===== src/rtl/fadd_arbiter_pkg.sv =====
// Shared definitions for the FP-unit arbiters: IEEE single field layout,
// arbiter FSM encoding and index-width helper.
package fadd_arbiter_pkg;

  localparam int FP_W         = 32;
  localparam int FP_SIGN_BIT  = 31;
  localparam int FP_EXP_MSB   = 30;
  localparam int FP_EXP_LSB   = 23;
  localparam int FP_MAN_MSB   = 22;
  localparam int FADD_LATENCY = 2;

  typedef enum logic {
    ARB_IDLE = 1'b0,
    ARB_BUSY = 1'b1
  } arb_state_e;

  // A one-requester arbiter still needs a 1-bit index to keep port widths legal.
  function automatic int idx_w(input int n);
    return (n > 1) ? $clog2(n) : 1;
  endfunction

endpackage


===== src/rtl/fadd_arbiter_rr.sv =====
// Combinational round-robin pick: first request at or above ptr, wrapping to 0.
// Shared by the fadd/fmul/fdiv arbiters.
module rr_arbiter
  import fadd_arbiter_pkg::*;
#(
  parameter int N = 2,
  localparam int IDX_W = idx_w(N)
) (
  input  logic [N-1:0]     req,
  input  logic [IDX_W-1:0] ptr,
  output logic [N-1:0]     grant_onehot,
  output logic [IDX_W-1:0] grant_idx,
  output logic             any
);

  always_comb begin
    grant_onehot = '0;
    grant_idx    = '0;
    any          = 1'b0;
    // First pass covers [ptr, N-1]; second pass supplies the wrapped part [0, ptr-1].
    for (int i = 0; i < N; i++) begin
      if (!any && req[i] && (IDX_W'(i) >= ptr)) begin
        any             = 1'b1;
        grant_onehot[i] = 1'b1;
        grant_idx       = IDX_W'(i);
      end
    end
    for (int i = 0; i < N; i++) begin
      if (!any && req[i]) begin
        any             = 1'b1;
        grant_onehot[i] = 1'b1;
        grant_idx       = IDX_W'(i);
      end
    end
  end

endmodule


===== src/rtl/fadd_arbiter.sv =====
// Shares one fadd unit between N_REQ requesters: round-robin grant, add/sub by
// sign flip of rs2, registered result with a one-hot done pulse to the owner.
module fadd_arbiter
  import fadd_arbiter_pkg::*;
#(
  parameter int N_REQ  = 2,
  parameter int DATA_W = 32
) (
  input  logic                      clk,
  input  logic                      rstn,
  input  logic [N_REQ-1:0]          req_order,
  input  logic [N_REQ-1:0]          req_sub,
  input  logic [N_REQ*DATA_W-1:0]   req_rs1,
  input  logic [N_REQ*DATA_W-1:0]   req_rs2,
  output logic [N_REQ-1:0]          req_accepted,
  output logic [N_REQ-1:0]          req_done,
  output logic [DATA_W-1:0]         rd,
  output logic                      fa_order,
  output logic [DATA_W-1:0]         fa_rs1,
  output logic [DATA_W-1:0]         fa_rs2,
  input  logic                      fa_accepted,
  input  logic                      fa_done,
  input  logic [DATA_W-1:0]         fa_rd
);

  localparam int IDX_W = idx_w(N_REQ);

  arb_state_e         r_state;
  logic [IDX_W-1:0]   r_rr_ptr;
  logic [IDX_W-1:0]   r_owner;
  logic [N_REQ-1:0]   r_req_done;
  logic [DATA_W-1:0]  r_rd;

  logic [N_REQ-1:0]   w_grant_oh;
  logic [IDX_W-1:0]   w_grant_idx;
  logic               w_any;
  logic               w_take;
  logic               w_sub;
  logic [DATA_W-1:0]  w_rs1;
  logic [DATA_W-1:0]  w_rs2;

  // Subtraction only flips the sign bit, so NaN/inf payloads pass through untouched.
  function automatic logic [DATA_W-1:0] apply_sub(input logic [DATA_W-1:0] x, input logic sub);
    return {x[DATA_W-1] ^ sub, x[DATA_W-2:0]};
  endfunction

  function automatic logic [IDX_W-1:0] next_ptr(input logic [IDX_W-1:0] g);
    return (g == IDX_W'(N_REQ - 1)) ? '0 : g + IDX_W'(1);
  endfunction

  rr_arbiter #(.N(N_REQ)) u_rr (
    .req          (req_order),
    .ptr          (r_rr_ptr),
    .grant_onehot (w_grant_oh),
    .grant_idx    (w_grant_idx),
    .any          (w_any)
  );

  always_comb begin
    w_rs1 = '0;
    w_rs2 = '0;
    w_sub = 1'b0;
    for (int i = 0; i < N_REQ; i++) begin
      if (w_grant_idx == IDX_W'(i)) begin
        w_rs1 = req_rs1[i*DATA_W +: DATA_W];
        w_rs2 = req_rs2[i*DATA_W +: DATA_W];
        w_sub = req_sub[i];
      end
    end
  end

  // Handshake outputs are gated by rstn so nothing is offered while reset is held.
  assign fa_order     = rstn && (r_state == ARB_IDLE) && w_any;
  assign w_take       = fa_order && fa_accepted;
  assign req_accepted = w_take ? w_grant_oh : '0;
  assign fa_rs1       = w_rs1;
  assign fa_rs2       = apply_sub(w_rs2, w_sub);
  assign req_done     = r_req_done;
  assign rd           = r_rd;

  always_ff @(posedge clk) begin
    if (!rstn) begin
      r_state    <= ARB_IDLE;
      r_rr_ptr   <= '0;
      r_owner    <= '0;
      r_req_done <= '0;
      r_rd       <= '0;
    end else begin
      r_req_done <= '0;
      case (r_state)
        ARB_IDLE: begin
          if (w_take) begin
            r_owner  <= w_grant_idx;
            r_rr_ptr <= next_ptr(w_grant_idx);
            r_state  <= ARB_BUSY;
          end
        end
        ARB_BUSY: begin
          if (fa_done) begin
            r_rd       <= fa_rd;
            r_req_done <= N_REQ'(1) << r_owner;
            r_state    <= ARB_IDLE;
          end
        end
        default: r_state <= ARB_IDLE;
      endcase
    end
  end

  // Protocol violations by the fadd are dropped by the FSM but flagged here.
  always_ff @(posedge clk) begin
    if (rstn) begin
      assert (!(r_state == ARB_IDLE && fa_done));
      assert (!(r_state == ARB_BUSY && fa_accepted));
    end
  end

endmodule


===== config.mk =====
export PLATFORM = sky130hd
export DESIGN_NAME = fadd_arbiter
export DESIGN_NICKNAME = d
export VERILOG_FILES = /design/src/rtl/fadd_arbiter_pkg.sv /design/src/rtl/fadd_arbiter_rr.sv /design/src/rtl/fadd_arbiter.sv
export SDC_FILE = /design/constraint.sdc
export NUM_CORES = 1
export LEC_CHECK = 0
export BUFFER_PORTS_ARGS = -buffer_cell sky130_fd_sc_hd__buf_2
export CAP_MARGIN = 0
export CORE_AREA = 5 5 102 104
export DETAILED_ROUTE_END_ITERATION = 10
export DIE_AREA = 0 0 107 109
export GPL_TIMING_DRIVEN = 0
export PLACE_DENSITY = 0.65
export SYNTH_ARGS = -nofsm -noshare
export SYNTH_HDL_FRONTEND = slang
export SYNTH_SLANG_ARGS = --single-unit

===== constraint.sdc =====
create_clock -name clk -period 1.9 [get_ports clk]
set_input_delay 0.57 -clock clk [delete_from_list [all_inputs] [get_ports clk]]
set_output_delay 0.57 -clock clk [all_outputs]
set_load 0.02 [all_outputs]

==> metrics <==
status=finished, violations left; failing checks=negative setup slack; Synth top area share=32.14%; Req. time, crit path=1.33 ns; fin area=0.004553 mm²; first-pass detailed-route iteration total=4; Place WS=-0.4703 ns; Hold Crit Start=r_owner; vias in the first global route=roughly 2800; IO Port Bufs=267; RSZ-0062 raised after global routing=true; Crit Path Class=in -> out; layout net count=691; Seq/Total Area, Yosys=between 30% and 40%; f_max=0.4482 GHz; R2R depth=6; Placement Cell Area=around 0.0038 mm²; Post-route DRC=0; share of layout cells above drive strength 1=around 71%; largest net degree at the start of global routing=13; synth top area cells=dfxtp_1 32%, mux2_2 18%, mux2_4 17%; Cell variety after synth=25; Final setup viols=65; crit end category=output pin; ys flop type=dfxtp_1; die width=107 µm; DR iter-0 viols=approximately 70; delay-heaviest family, CP=buffers and inverters; via count=between 2000 and 3000; Slew HR=71.21%; worst min-delay path class=reg -> reg; full die area=~0.012 mm²; fin. max-slew vios=0; worst slew pin tran=~0.43 ns; Detailed Route WL=11390 µm; VDD IR max=0.2588 mV; period utilization=117.4%; Worst Setup SP=req_order[0]; WHS=0.4347 ns; top cells by count, synth=67 x nand2_1, 37 x dfxtp_1, 37 x mux2_2; final hold vios=0; # fillers=between 900 and 1000; Min Clock Period, post-route=2.231 ns; total CTS buffers=5; Global Route Usage Sum=16.89%; syn_nets=404; I/O pin cnt=269; Clock transition at path regs=0.07 ns; slowest stage delay, CP=roughly 0.3 ns; clock buffer depth=2; initial antenna violation count=14; hold_buf cts=0; CORE AREA=between 0.009 and 0.01 mm²; worst-path fanout max=6; H-tree Lvls=2; WP buf/inv=5; placed wire-length estimate=9431 µm; Critical Path Source Type=input port; synth warn=0; CTS Sinks=37; asr flop ratio synth=0%; antenna-violating nets left=0; root buf cell=clkbuf_8; most common cell in the netlist=nand2_1; Crit. path cell count=7; setup tns final=-19.84 ns; first-pass GRT wire length=roughly 15000 µm; cell taking the most area after synthesis=dfxtp_1; CP arrival=1.66 ns; cells along the critical path=buf_12 -> inv_12 -> o21ai_4 -> buf_8 -> clkbuf_16 -> mux2_4 -> buf_6; CTS tree=yes; GPL Wtd Cong=0.7683; Initial Util=approximately 24%; post-synthesis cell count=236; Die H=109 µm; Area Growth Syn to Fin=97.56%; Syn Area/Cell=9.766 µm²; drt via density=between 4 and 5; slowest cell on the critical path=mux2_4; GRT Residual Overflow=0; post-synth design cell area=0.002305 mm²; worst hold stages=1; Post-synth EDFFs=0; later-pin clock latency in the skew report=0.29 ns; Reg-to-Reg Start=r_rr_ptr; PD cells=560.8 mW/mm²; Row Count=36; worst setup margin=-0.3310 ns; WL/cell=17.80 µm; Pleak=around 2.4 nW; Max Cap Violations=0; flops & latches, synth=37; Clock Skew=0.008109 ns
==> through the flow <==
step	total power, mW	utilization, %	std cells
global placement	1.626	40.26	617
global route	2.681	48.13	640
finish	2.554	48.13	640
CTS	2.504	45.82	634
detailed placement	1.636	40.26	617
floorplan	1.293	-	236
==> cell usage in the layout (no fill, tap or decap) <==
cell type,n
clkbuf_16,3
buf_4,9
clkinvlp_4,1
buf_12,5
nand2b_1,1
buf_16,2
or2_4,1
and3_1,2
and2_1,1
nor2_1,2
clkbuf_4,1
a21boi_0,33
nand2_1,67
buf_2,223
buf_6,48
mux2_4,44
clkbuf_8,6
mux2_2,19
a211oi_2,1
bufinv_16,1
nand4_1,1
dfxtp_2,2
clkbuf_1,4
inv_1,1
inv_12,1
xnor2_1,2
o21ai_4,1
mux2i_1,1
mux2i_2,1
diode_2,2
dfxtp_1,35
o211a_1,1
a41o_1,1
buf_8,2
buf_1,1
==> worst paths after layout <==
path                 endpoint  slack, ns
setup reg to reg     r_rr_ptr       0.57
hold reg to reg   req_done[0]       0.43
setup / recovery    fa_rs2[6]      -0.33
hold / removal    req_done[0]       0.43
==> repair_timing <==
action	CTS	global route
cloned	2	3
pin swaps	2	4
setup endpoints to repair	67	67
resized for setup	92	41
hold endpoints to repair	0	0
setup buffers	7	1
==> metal layers <==
layer	global-route usage, %	wire length, µm	up-vias
met2	27.52	5488	143
met4	3.470	192	24
met5	0	132	-
li1	-	-	1379
met3	11.66	1577	40
met1	18.21	4002	1293
==> sequential cells by signal, summed over array words and instances, names as in the netlist <==
| register | cells |
|---|---|
| r_state | 1 |
| r_rr_ptr | 1 |
| r_owner | 1 |
| rd | 32 |
| req_done | 2 |
==> worst register-to-register path, stage by stage, from the launching register on <==
cell	delay, ns
dfxtp_2	0.38
o21ai_4	0.09
buf_8	0.16
buf_12	0.15
buf_4	0.13
buf_6	0.11
o211a_1	0.21
==> kinds of logic after synthesis <==
kind of cell	synth area share [%]
mux	35.88
compound gates	12.65
flops	32.14
simple gates	12.87
xor+xnor	0.7602
buf+inv	5.700
==> cell type report <==
type / count / area [µm²] / share of cell area [%]
clock inverter: 2 / 37.54 / 0.8244
multi-input combinational: 179 / 1511 / 33.20
inverter: 2 / 20.02 / 0.4397
antenna: 2 / 5.005 / 0.1099
sequential: 37 / 743.2 / 16.32
clock buffer: 6 / 82.58 / 1.814
buffer: 18 / 168.9 / 3.710
timing repair buffer: 280 / 1842 / 40.45
tap: 114 / 142.6 / 3.133
==> report_power, final <==
group | internal, mW | total [mW] | switching (mW) | leakage (nW)
Sequential | 0.795 | 0.805 | 0.0109 | 0.300
Combinational | 0.583 | 1.04 | 0.455 | 2.05
Clock | 0.427 | 0.711 | 0.284 | 0.0574
Power figures use the tool's default switching activity.
